<file path="src/rtl/song_sequencer.sv">
// -----------------------------------------------------------------------------
// song_sequencer
//   Autoplay controller for the keyboard's memory mode. It walks a song table
//   held in an external synchronous ROM and times each entry in beat units. It
//   drives the same notes/ishigher/islower encoding that the live switches
//   feed to the keyboard decoder, so stored songs play through the decoder and
//   buzzer unchanged.
//
//   ROM entry layout: [15]=end, [14]=higher, [13]=lower,
//                     [12:6]=notes (one-hot), [5:0]=duration in beats.
//
//   Optional feature macro: REST_GAP_EN
//     defined   : after every note a GAP state holds the output silent for
//                 GAP_CYCLES cycles (pausable) before the next fetch, so
//                 repeated identical notes are audibly separated.
//     undefined : PLAY goes straight to FETCH (2 silent cycles between notes).
// -----------------------------------------------------------------------------
module song_sequencer #(
  parameter int ADDR_W      = 6,
  parameter int BEAT_CYCLES = 12_500_000,
  parameter int GAP_CYCLES  = 1_000_000
) (
  input  logic              clk,
  input  logic              reset,
  input  logic              start,
  input  logic              stop,
  input  logic              pause,
  input  logic              loop_en,
  output logic [ADDR_W-1:0] rom_addr,
  input  logic [15:0]       rom_data,
  output logic [6:0]        notes,
  output logic              ishigher,
  output logic              islower,
  output logic              playing,
  output logic              done
);

  // One counter times both beats and gaps, so size it for the longer of the two.
  localparam int MAX_CYC = (BEAT_CYCLES > GAP_CYCLES) ? BEAT_CYCLES : GAP_CYCLES;
  localparam int CNT_W   = $clog2(MAX_CYC + 1);

  localparam logic [CNT_W-1:0]  BEAT_LAST = CNT_W'(BEAT_CYCLES - 1);
`ifdef REST_GAP_EN
  localparam logic [CNT_W-1:0]  GAP_LAST  = CNT_W'(GAP_CYCLES - 1);
`endif
  localparam logic [ADDR_W-1:0] LAST_ADDR = {ADDR_W{1'b1}};

  // GAP is only reachable when REST_GAP_EN is defined.
  typedef enum logic [2:0] {
    S_IDLE  = 3'd0,
    S_FETCH = 3'd1,
    S_LOAD  = 3'd2,
    S_PLAY  = 3'd3,
    S_GAP   = 3'd4,
    S_DONE  = 3'd5
  } state_e;

  state_e            state_q,    state_d;
  logic [ADDR_W-1:0] rom_addr_q, rom_addr_d;
  logic [5:0]        dur_cnt_q,  dur_cnt_d;
  logic [CNT_W-1:0]  beat_cnt_q, beat_cnt_d;
  logic              past_end_q, past_end_d;  // last ROM slot finished without an end marker

  // Entry latched in LOAD; kept separately from the outputs so pause can mute
  // the outputs and release can restore them without refetching.
  logic [6:0]        note_q,     note_d;
  logic              hi_q,       hi_d;
  logic              lo_q,       lo_d;

  logic [6:0]        notes_q,    notes_d;
  logic              ishigher_q, ishigher_d;
  logic              islower_q,  islower_d;
  logic              playing_q,  playing_d;
  logic              done_q,     done_d;

  // ROM entry fields
  logic       ent_end;
  logic       ent_hi;
  logic       ent_lo;
  logic [6:0] ent_notes;
  logic [5:0] ent_dur;
  logic       ent_onehot;
  logic       ent_audible;
  logic       hold;

  assign ent_end     = rom_data[15];
  assign ent_hi      = rom_data[14];
  assign ent_lo      = rom_data[13];
  assign ent_notes   = rom_data[12:6];
  assign ent_dur     = rom_data[5:0];
  assign ent_onehot  = (ent_notes != 7'd0) && ((ent_notes & (ent_notes - 7'd1)) == 7'd0);
  // Both octave flags set, or a malformed note field, makes the entry a timed rest.
  assign ent_audible = ent_onehot && !(ent_hi && ent_lo);

  // Pause only freezes the timed states.
  assign hold = pause && ((state_q == S_PLAY) || (state_q == S_GAP));

  // Next-state, counter and registered-output computation.
  always_comb begin
    // NOTE: every variable driven here gets a default first, so no path can
    // leave one unassigned and infer a latch.
    state_d    = state_q;
    rom_addr_d = rom_addr_q;
    dur_cnt_d  = dur_cnt_q;
    beat_cnt_d = beat_cnt_q;
    past_end_d = past_end_q;
    note_d     = note_q;
    hi_d       = hi_q;
    lo_d       = lo_q;
    done_d     = 1'b0;

    unique case (state_q)
      S_IDLE: begin
        if (start) begin
          rom_addr_d = '0;
          past_end_d = 1'b0;
          state_d    = S_FETCH;
        end
      end

      // One cycle for the synchronous ROM to present the addressed entry.
      S_FETCH: state_d = S_LOAD;

      S_LOAD: begin
        if (past_end_q || ent_end || (ent_dur == 6'd0)) begin
          if (loop_en) begin
            rom_addr_d = '0;
            past_end_d = 1'b0;
            state_d    = S_FETCH;
          end else begin
            done_d  = 1'b1;
            state_d = S_DONE;
          end
        end else begin
          note_d     = ent_audible ? ent_notes : 7'd0;
          hi_d       = ent_audible && ent_hi;
          lo_d       = ent_audible && ent_lo;
          dur_cnt_d  = ent_dur;
          beat_cnt_d = '0;
          state_d    = S_PLAY;
        end
      end

      S_PLAY: begin
        if (!pause) begin
          if (beat_cnt_q == BEAT_LAST) begin
            beat_cnt_d = '0;
            dur_cnt_d  = dur_cnt_q - 6'd1;
            if (dur_cnt_q == 6'd1) begin
              // Never wrap the address: finishing the last slot marks end of song.
              if (rom_addr_q == LAST_ADDR) past_end_d = 1'b1;
              else                         rom_addr_d = rom_addr_q + 1'b1;
`ifdef REST_GAP_EN
              state_d = S_GAP;
`else
              state_d = S_FETCH;
`endif
            end
          end else begin
            beat_cnt_d = beat_cnt_q + 1'b1;
          end
        end
      end

`ifdef REST_GAP_EN
      S_GAP: begin
        if (!pause) begin
          if (beat_cnt_q == GAP_LAST) begin
            beat_cnt_d = '0;
            state_d    = S_FETCH;
          end else begin
            beat_cnt_d = beat_cnt_q + 1'b1;
          end
        end
      end
`endif

      S_DONE: state_d = S_IDLE;

      default: state_d = S_IDLE;
    endcase

    // stop overrides everything but reset and never pulses done.
    if (stop) begin
      state_d    = S_IDLE;
      rom_addr_d = '0;
      past_end_d = 1'b0;
      dur_cnt_d  = '0;
      beat_cnt_d = '0;
      done_d     = 1'b0;
    end

    // Outputs are registered from the upcoming state, so they line up with it.
    playing_d  = (state_d == S_FETCH) || (state_d == S_LOAD) ||
                 (state_d == S_PLAY)  || (state_d == S_GAP);
    notes_d    = 7'd0;
    ishigher_d = 1'b0;
    islower_d  = 1'b0;
    if ((state_d == S_PLAY) && !(hold && !stop)) begin
      notes_d    = note_d;
      ishigher_d = hi_d;
      islower_d  = lo_d;
    end
  end

  // State, counter and output registers with synchronous reset.
  always_ff @(posedge clk) begin
    // NOTE: sequential state uses non-blocking assignments so every flop
    // samples the pre-edge values regardless of statement order.
    if (reset) begin
      state_q    <= S_IDLE;
      rom_addr_q <= '0;
      dur_cnt_q  <= '0;
      beat_cnt_q <= '0;
      past_end_q <= 1'b0;
      note_q     <= '0;
      hi_q       <= 1'b0;
      lo_q       <= 1'b0;
      notes_q    <= '0;
      ishigher_q <= 1'b0;
      islower_q  <= 1'b0;
      playing_q  <= 1'b0;
      done_q     <= 1'b0;
    end else begin
      state_q    <= state_d;
      rom_addr_q <= rom_addr_d;
      dur_cnt_q  <= dur_cnt_d;
      beat_cnt_q <= beat_cnt_d;
      past_end_q <= past_end_d;
      note_q     <= note_d;
      hi_q       <= hi_d;
      lo_q       <= lo_d;
      notes_q    <= notes_d;
      ishigher_q <= ishigher_d;
      islower_q  <= islower_d;
      playing_q  <= playing_d;
      done_q     <= done_d;
    end
  end

  assign rom_addr = rom_addr_q;
  assign notes    = notes_q;
  assign ishigher = ishigher_q;
  assign islower  = islower_q;
  assign playing  = playing_q;
  assign done     = done_q;

endmodule
</file>
<file path="config.mk">
export PLATFORM = sky130hd
export DESIGN_NAME = song_sequencer
export DESIGN_NICKNAME = d
export VERILOG_FILES = /design/src/rtl/song_sequencer.sv
export SDC_FILE = /design/constraint.sdc
export NUM_CORES = 1
export LEC_CHECK = 0
export CORE_ASPECT_RATIO = 1.25
export CORE_UTILIZATION = 40
export CTS_BUF_LIST = sky130_fd_sc_hd__clkbuf_2 sky130_fd_sc_hd__clkbuf_4 sky130_fd_sc_hd__clkbuf_8
export DETAILED_ROUTE_END_ITERATION = 7
export PLACE_DENSITY = 0.64
export SYNTH_ARGS = -nofsm -noshare
export SYNTH_HDL_FRONTEND = slang
export SYNTH_SLANG_ARGS = --single-unit
</file>
<file path="constraint.sdc">
create_clock -name clk -period 6.25 [get_ports clk]
set_input_delay 1.25 -clock clk [delete_from_list [all_inputs] [get_ports clk]]
set_output_delay 1.25 -clock clk [all_outputs]
set_load 0.03 [all_outputs]
</file>
Word-level counts from Yosys, hierarchy flattened --
Index checks and enable logic that the tools add are counted.
Storage, ports and cells: input bits 22, register bits after elaboration 60
Cells by class: bitwise gates (word level) 4, muxes and demuxes 40, equal/unequal tests 20, reduce and logical (&&, ||, !) cells 30, $add $sub $neg 4
Operators with widths (number):
- two-way mux 24 bit | 3
- two-way mux 6 bit | 10
- one-hot mux 24 bit (2 select lines) | 1
- adder 24 x 1 -> 24 bit, second input constant | 1
- equality test 24 bit, second input constant | 1
- two-way mux 3 bit | 7
- two-way mux 7 bit | 3
- one-hot mux 6 bit (3 select lines) | 1
- AND reduction 8 bit | 2
- equality test 3 x 2 -> 1 bit, second input constant | 4
- two-way mux 1 bit | 12
- inequality test 2 bit, second input constant | 6
- one-hot mux 3 bit (4 select lines) | 1
- one-hot mux 6 bit (2 select lines) | 1
- logical AND 1 bit | 8
- bitwise AND 7 bit | 1
- logical NOT 7 bit | 1
- nonzero test 7 bit | 1
- subtractor 7 x 1 -> 7 bit, second input constant | 1
- adder 6 x 1 -> 6 bit, second input constant | 1
- equality test 3 x 1 -> 1 bit, second input constant | 2
- equality test 3 bit, second input constant | 2
- equality test 6 x 1 -> 1 bit, second input constant | 1
- equality test 6 bit, second input constant | 1
- other kinds (14) | 26

Logic depth before layout (Yosys ltp) --
Gate-level depths: netlist of run 1.
depth after elaboration 10, mapped depth 7, gate-level depth less buffers 7

Worst setup path before layout of run 1 --
No wires, ideal clock.
kind input -> register, start point input port rom_data[4], end point register rom_addr_q[0] (netlist: rom_addr[0]), stages on the path 5, slack 3.400 ns, buffers on the path 0, arrival time 2.776 ns, cells stage by stage nor4_2 > a211o_1 > nand3_1 > or4_1 > a31oi_1
On the way: word-level cells in the longest chain between the ends 4
Ends and longest elaborated chain:
- start, declared | line 30 | input logic [15:0] rom_data,
- logical NOT 6 bit | line 125 | if (past_end_q || ent_end || (ent_dur == 6'd0)) begin
- logical OR 1 bit | line 125
- inequality test 2 bit (no source line)
- AND reduction 8 bit (no source line)
- end signal, assigned | line 226 | rom_addr_q <= rom_addr_d;
- end, declared | line 59 | logic [ADDR_W-1:0] rom_addr_q, rom_addr_d;
Every way passes these cells. A chain may end at the register's enable or synchronous reset.

Worst setup path in the final report of run 1 --
start point input port rom_data[15], end point register beat_cnt_q[6]
On the way: word-level cells in the longest chain between the ends 4
Ends and longest elaborated chain:
- logical OR 1 bit (2 in a row) | line 125
- inequality test 2 bit (no source line)
- AND reduction 3 bit (no source line)
- end signal, assigned | line 228 | beat_cnt_q <= beat_cnt_d;
- end, declared | line 61 | logic [CNT_W-1:0] beat_cnt_q, beat_cnt_d;
Every way passes these cells.

==> results of run 1 <==
[power by group]
part	internal (mW)	switching, mW
clock network	0.144	0.167
registers	0.383	0.00122
logic	0.0193	0.0250
[Yosys cell counts (4+ instances only)]
cell type / count
a211oi_1: 5
nor2_1: 44
nor4_1: 4
or3_1: 8
buf_2: 6
or4_1: 7
inv_1: 9
xor2_1: 14
a32oi_1: 9
dfxtp_1: 60
o21ai_0: 13
nand3_1: 11
nor3_1: 15
ha_1: 4
mux2i_1: 4
o31ai_1: 7
clkbuf_1: 12
nand3b_1: 4
a21oi_1: 23
o311ai_0: 4
nand4_1: 7
and3_1: 5
o2111ai_1: 7
nand2_1: 20
o211ai_1: 12
[layout make-up]
cell class	count	share of cell area
repair buffers	41	0.111
well taps	92	0.0317
clock inverters	7	0.0148
multi-input cells	266	0.468
flip-flops and latches	60	0.331
clock buffers	9	0.0341
inverters	9	0.00930
[sequential cells by signal, indices dropped and copies added (netlist names)]
name        count
dur_cnt_q       6
rom_addr        6
beat_cnt_q     24
lo_q            1
note_q          7
ishigher        1
state_q         3
islower         1
notes           7
playing         1
done            1
past_end_q      1
hi_q            1
[logic make-up after synthesis]
family                     share of synthesized area
adders and majority gates                     0.0199
and+or+nand+nor                                0.252
buffers and inverters                         0.0422
xor gates and xnor gates                      0.0405
DFF                                            0.397
AOI/OAI and AO/OA                              0.235
muxes                                         0.0132
[layer usage]
metal | track usage | part of all wire | wire length [um]
met4 | 0.0907 | 0.020 | 143
met1 | 0.250 | 0.46 | 3290
met2 | 0.325 | 0.48 | 3440
met5 | 0 | 0 | 0
met3 | 0.0339 | 0.037 | 262
[metrics by stage]
step	power [mW]	setup WS, ps	hold WS (ps)	instance area, um2
6_report	0.740	2540	481	3630
3_3_place_gp	0.437	2170	456	3450
4_1_cts	0.750	2490	481	3630
3_5_place_dp	0.437	2140	466	3450
5_1_grt	0.771	2300	514	3630
2_1_floorplan	0.415	3400	442	3030
[layout by cell type (no fill, tap or decap), types with 8 or more instances in the layout]
master           count
clkbuf_8             9
a21oi_1             23
nand3_1             11
inv_1                9
nor2_1              44
clkdlybuf4s50_1     38
o21ai_0             13
xor2_1              14
dfxtp_1             60
nor3_1              15
o211ai_1            12
a32oi_1              9
nand2_1             20
or3_1                8
[worst max path at each step]
| stage | start | depth (start not counted) | endpoint | slack [ps] |
|---|---|---|---|---|
| after detailed placement | rom_data[15] | 6 | beat_cnt_q[8] | 2140 |
| after floorplan | rom_data[4] | 5 | rom_addr[0] | 3400 |
| final | rom_data[15] | 6 | beat_cnt_q[6] | 2540 |
| after CTS | rom_data[15] | 6 | beat_cnt_q[20] | 2490 |
| after global placement | rom_data[15] | 6 | beat_cnt_q[18] | 2170 |
| after global routing | rom_data[15] | 6 | beat_cnt_q[6] | 2300 |
[critical path, delay by kind of cell]
family	cells	cell delay, ps
compound gates	2	1510
simple gates	3	730
buf+inv	1	390
==> impl_metrics.ini, run 1 <==
[min_path]
hold_class = reg2reg
hold_end = note_q[3]
min_from = note_q[3]
min_delay_path_depth = 2

[die]
die_area_um2 = 7920
core_area_um2 = 7360
start_util = 0.411
rows = 35
die_h_um = 99.2
ios = 39
die_w_um = 79.8

[setup_path]
regToRegSetupSlack_ps = 3200
worstReg2RegStart = state_q[1]
rr_worst_depth = 5
slowest_stage = o21ai_2
critPathMaxStageDelay_ps = 770
crit_chain = clkdlybuf4s50_1, or2_2, a211oi_4, nor2_2, o21ai_2, nor2_1
path_max_fanout = 22
setup.worst_path.class = in2reg
start_kind = primary input
cp.required_ps = 6450
rr_endpoint = beat_cnt_q[6]
cp-end-kind = register
cp.arrival_ps = 3910

[synthesis]
synthesis.instances = 355
yosysWarnings = 0
postSynthAreaPerCell_um2 = 8.52
synthArstFlopShare = 0
synth_flop_cell = dfxtp_1
synth_top_cell_area_share = 0.397
synth_area_leaders = dfxtp_1 40%, nor2_1 5.5%, xor2_1 4.1%
syn_area_um2 = 3030
synth-seq-area-share = 0.397
synth_edf_count = 0
synth_area_leader_cell = dfxtp_1
synth.distinct_cells = 53
ys_ff_latch = 60
syn_nets = 381

[sta]
relSlewSlack = 0.375
clock-skew-final_ps = 7.10
max_slew.worst_pin.slew_ps = 934
fin_setup_tns_ps = 0
min_period_ps = 3710
setup_viol = 0
post-route-period-util = 0.594
fmax_mhz = 269
final_hold_viol_count = 0
drv_slew = 0
rsz0062_at_grt = no

[clocking]
cts_root_buf = clkbuf_8
cts_buffers = 9
cts_sinks = 60
insertion_delay_ps = 350
cts_hold_buffers = 0
post_cts_buffers = 0
h-tree-depth = 3
cts_buffer_depth = 2
cts_resized = 0
clkSlewWorstSetupHoldPaths_ps = 70
cts_tree = yes

[cells_and_area]
syn_to_final_growth_pct = 20.0
fin_cells = 484
drive_above_1_share = 0.0867
seqCellArea_um2 = 1200
multiInputGateArea_um2 = 1700
nFillCells = 736
final_util = 0.494
num-nets-final = 413
antennaDiodeCount = 0

[run]
maxCapViolations = 0

[placed_design]
hpwlAfterDp_mm = 4.99
gp_congestion = 0.798
placed_cells = 468
io_buffers = 38

[detailed_routing]
wirelength_mm = 7.13
drcViolationCount = 0
drtIter0Drc = 126
ant_nets = 0
wl_per_cell_um = 14.7
firstDrtPassIters = 4
viasPerCell = 5.69
vias = 2752

[global_route]
grt_usage = 0.197
grt_overflow = 0
grt_max_degree = 23
grt_pass1_wl_mm = 12.2
first_global_vias = 2526
antenna_found_initial = 0

[power]
ir_drop_mv = 0.0974
p_leak_nw = 1.14
cellPowerDensity_nw_per_um2 = 204

[outcome]
outcome = finished, final reports clean
Note: power is estimated with default switching activity, not from simulation.
==> inputs of run 2 (changes only) <==
==> constraint.sdc (replaced) <==
create_clock -name clk -period 3.45 [get_ports clk]
set_input_delay 0.69 -clock clk [delete_from_list [all_inputs] [get_ports clk]]
set_output_delay 0.69 -clock clk [all_outputs]
set_load 0.03 [all_outputs]
==> impl_metrics.ini, run 2 (same netlist as run 1, synthesis figures left out) <==
[power]
power.internal_mw = 1.14
p_sw_uw = 354
cellPowerDensity_nw_per_um2 = 403
combPwrFrac = 0.057
clockPowerShare = 0.478
pwr-share-seq = 0.465
p_leak_nw = 1.19
totalPowerFinal_mw = 1.50
ir_drop_mv = 0.224
switching_share = 0.237

[setup_path]
setup.worst_path.class = in2reg
cp.required_ps = 3730
cp.arrival_ps = 2970
start_kind = primary input
path_max_fanout = 22
cp-end-kind = register

[detailed_routing]
drtIter0Drc = 123
drcViolationCount = 0
ant_nets = 0
firstDrtPassIters = 4
wirelength_mm = 7.20
wl_per_cell_um = 14.7
viasPerCell = 5.77
vias = 2820

[sta]
final_hold_viol_count = 0
drv_slew = 0
max_slew.worst_pin.slew_ps = 854
fin_setup_tns_ps = 0
setup_viol = 0
whs_ps = 471
setup_slack_ps = 757
relSlewSlack = 0.427
fmax_mhz = 371
rsz0062_at_grt = no
min_period_ps = 2690
clock-skew-final_ps = 7.19
post-route-period-util = 0.781

[die]
start_util = 0.411
die_h_um = 99.2
rows = 35
core_area_um2 = 7360
die_w_um = 79.8
ios = 39
die_area_um2 = 7920

[run]
maxCapViolations = 0

[clocking]
cts_tree = yes
cts_buffer_depth = 2
insertion_delay_ps = 350
post_cts_buffers = 0
h-tree-depth = 3
cts_buffers = 9
cts_hold_buffers = 0
cts_sinks = 60
clkSlewWorstSetupHoldPaths_ps = 70
cts_resized = 0
cts_root_buf = clkbuf_8

[placed_design]
place_ws_ps = 422
placed_area_um2 = 3490
placed_cells = 473
gp_congestion = 0.820
io_buffers = 38
hpwlAfterDp_mm = 5.02

[global_route]
grt.met1_usage = 0.236
grt_overflow = 0
antenna_found_initial = 0
met2_usage = 0.327
grt_pass1_wl_mm = 12.2
grt_max_degree = 23
top_usage_layer = met2
grt_usage = 0.195
gr-usage-met3 = 0.0275
first_global_vias = 2643

[cells_and_area]
antennaDiodeCount = 0
top_register = beat_cnt_q
seqCellArea_um2 = 1200
drive_above_1_share = 0.0957
fin_cells = 489
num-nets-final = 418
syn_to_final_growth_pct = 22.7
largest_reg_flops = 24
final_util = 0.505
nFillCells = 715
design_area_um2 = 3710
multiInputGateArea_um2 = 1700
layout_common_cells = 60 x dfxtp_1, 44 x nor2_1, 38 x clkdlybuf4s50_1
final_common_cell = dfxtp_1

[min_path]
hold_class = reg2reg

[outcome]
outcome = finished, final reports clean
## run 2: worst paths after layout
| check | startpoint | endpoint | slack, ps | depth (start not counted) |
|---|---|---|---|---|
| worst max register to register | beat_cnt_q[5] | notes[0] | 1020 | 5 |
| worst max-delay path | rom_data[4] | beat_cnt_q[14] | 760 | 8 |
| worst min register to register | beat_cnt_q[1] | beat_cnt_q[1] | 470 | 2 |
| worst min-delay path | beat_cnt_q[1] | beat_cnt_q[1] | 470 | 2 |
## run 2: power by group through the flow
stage / Clock, mW / Combinational [mW] / Sequential [mW]
final: 0.715 / 0.0846 / 0.696
after global placement: 0 / 0.0836 / 0.712
after detailed placement: 0 / 0.0841 / 0.712
after global routing: 0.757 / 0.0915 / 0.696
after CTS: 0.732 / 0.0843 / 0.696
after floorplan: 0 / 0.0407 / 0.712
## run 2: per-layer routing
| layer | wire [um] | vias up | part of all wire |
|---|---|---|---|
| met5 | 0 | - | 0 |
| met4 | 98 | 0 | 0.014 |
| met3 | 320 | 8 | 0.044 |
| met2 | 3520 | 61 | 0.49 |
| met1 | 3270 | 1345 | 0.45 |
| li1 | - | 1406 | - |
## run 2: cell type report
cell class              instances  area share
clock buffers                   9      0.0334
inverters                       9     0.00910
clock inverters                 7      0.0273
repair buffers                 46       0.119
multi-input cells             266       0.457
flip-flops and latches         60       0.324
well taps                      92      0.0310
## run 2: worst max-delay path: stages
cell and delay [ps]:
clkdlybuf4s50_1 440, nor4_2 550, a211oi_4 120, buf_4 230, nor2_2 450, o21ai_1 100
buf_4 240, a21oi_1 140
==> inputs of run 3 (changes only) <==
==> constraint.sdc (replaced) <==
create_clock -name clk -period 2.6 [get_ports clk]
set_input_delay 0.52 -clock clk [delete_from_list [all_inputs] [get_ports clk]]
set_output_delay 0.52 -clock clk [all_outputs]
set_load 0.03 [all_outputs]
==> impl_metrics.ini, run 3 (same netlist as run 1, synthesis figures left out) <==
[outcome]
outcome = finished, final reports clean

[global_route]
grt_usage = 0.197
grt_max_degree = 23
antenna_found_initial = 0
grt_pass1_wl_mm = 12.2
first_global_vias = 2614
grt_overflow = 0

[sta]
post-route-period-util = 0.879
clock-skew-final_ps = 10.4
relSlewSlack = 0.568
max_slew.worst_pin.slew_ps = 647
setup_viol = 0
rsz0062_at_grt = no
fmax_mhz = 438
fin_setup_tns_ps = 0
min_period_ps = 2290
drv_slew = 0
final_hold_viol_count = 0

[clocking]
cts_buffers = 9
cts_sinks = 60
clkSlewWorstSetupHoldPaths_ps = 80
post_cts_buffers = 0
cts_tree = yes
cts_root_buf = clkbuf_8
insertion_delay_ps = 350
h-tree-depth = 3
cts_buffer_depth = 2
cts_hold_buffers = 0

[setup_path]
worstReg2RegStart = beat_cnt_q[5]
start_kind = register
rr_worst_depth = 5
critPathMaxStageDelay_ps = 620
setup.worst_path.class = reg2reg
crit_chain = or4_1, nor3_2, a21oi_1, o311ai_0, o31ai_1
regToRegSetupSlack_ps = 310
slowest_stage = or4_1
cp.required_ps = 2820
cp-end-kind = register
cp.arrival_ps = 2500
rr_endpoint = dur_cnt_q[3]
path_max_fanout = 10

[cells_and_area]
syn_to_final_growth_pct = 26.9
final_util = 0.522
top_register = beat_cnt_q
nFillCells = 698
final_common_cell = dfxtp_1
num-nets-final = 432
antennaDiodeCount = 0
largest_reg_flops = 24
layout_common_cells = 60 x dfxtp_1, 44 x nor2_1, 38 x clkdlybuf4s50_1
drive_above_1_share = 0.127
fin_cells = 503

[detailed_routing]
drcViolationCount = 0
ant_nets = 0
vias = 2879
wl_per_cell_um = 14.6
drtIter0Drc = 116
wirelength_mm = 7.35
viasPerCell = 5.72
firstDrtPassIters = 4

[power]
totalPowerFinal_mw = 1.90
cellPowerDensity_nw_per_um2 = 494
ir_drop_mv = 0.243
p_leak_nw = 1.26

[die]
start_util = 0.411
core_area_um2 = 7360
die_w_um = 79.8
die_h_um = 99.2
rows = 35
ios = 39
die_area_um2 = 7920

[placed_design]
gp_congestion = 0.887
io_buffers = 38
placed_cells = 487
hpwlAfterDp_mm = 5.24

[run]
maxCapViolations = 0

[min_path]
hold_class = reg2reg
min_delay_path_depth = 2
min_from = note_q[6]
hold_end = note_q[6]
[run 3: cell types whose count changed in the layout (fill, tap and decap cells not counted), sizes merged]
cell / before / now
buf: 8 / 22
clkinvlp: 2 / 1
bufinv: 2 / 1
clkinv: 3 / 5
[run 3: worst max-delay path by stage]
stage / start / to / slack [ps] / cells past startpoint
2_1_floorplan: rom_data[4] / rom_addr[0] / 480 / 5
3_3_place_gp: rom_data[1] / notes[0] / 100 / 8
3_5_place_dp: rom_data[4] / dur_cnt_q[2] / 90 / 9
4_1_cts: beat_cnt_q[5] / notes[5] / 140 / 5
5_1_grt: beat_cnt_q[5] / dur_cnt_q[3] / 140 / 5
6_report: beat_cnt_q[5] / dur_cnt_q[3] / 310 / 5
[run 3: metrics by stage]
| stage | cell area [um2] | setup WS (ps) | hold slack, ps |
|---|---|---|---|
| after floorplan | 3030 | 480 | 442 |
| after global placement | 3630 | 97.2 | 455 |
| after detailed placement | 3630 | 87.8 | 468 |
| after CTS | 3830 | 143 | 487 |
| after global routing | 3840 | 144 | 508 |
| final | 3840 | 315 | 481 |
[run 3: layout make-up]
type	instances	area, um2	share of cell area
clock buffer	9	124	0.0323
clock inverter	7	77.6	0.0202
inverter	9	33.8	0.00880
multi-input combinational	266	1710	0.444
sequential	60	1200	0.313
tap	92	115	0.0300
timing repair buffer	60	583	0.152
[run 3: timing repair]
action | 4_1_cts | 5_1_grt
resized for setup | 0 | 1
endpoints found under the setup margin | 0 | 7
endpoints found under the hold margin | 0 | 0
[run 3: power breakdown]
group / internal, mW / total, mW / leakage [nW] / switching, mW
clock network: 0.446 / 0.852 / 0.0994 / 0.405
logic: 0.0587 / 0.123 / 0.677 / 0.0648
registers: 0.921 / 0.923 / 0.483 / 0.00281
[run 3: critical path: cells and delay by family (launching register included)]
| kind | cells | cell delay [ps] |
|---|---|---|
| compound gates | 3 | 850 |
| flops | 1 | 340 |
| simple gates | 2 | 970 |
[run 3: layer usage]
| layer | global-route usage | vias to the layer above | share of wire |
|---|---|---|---|
| li1 | - | 1439 | - |
| met1 | 0.238 | 1373 | 0.45 |
| met2 | 0.329 | 52 | 0.49 |
| met3 | 0.0349 | 15 | 0.035 |
| met4 | 0.102 | 0 | 0.024 |
| met5 | 0 | - | 0 |
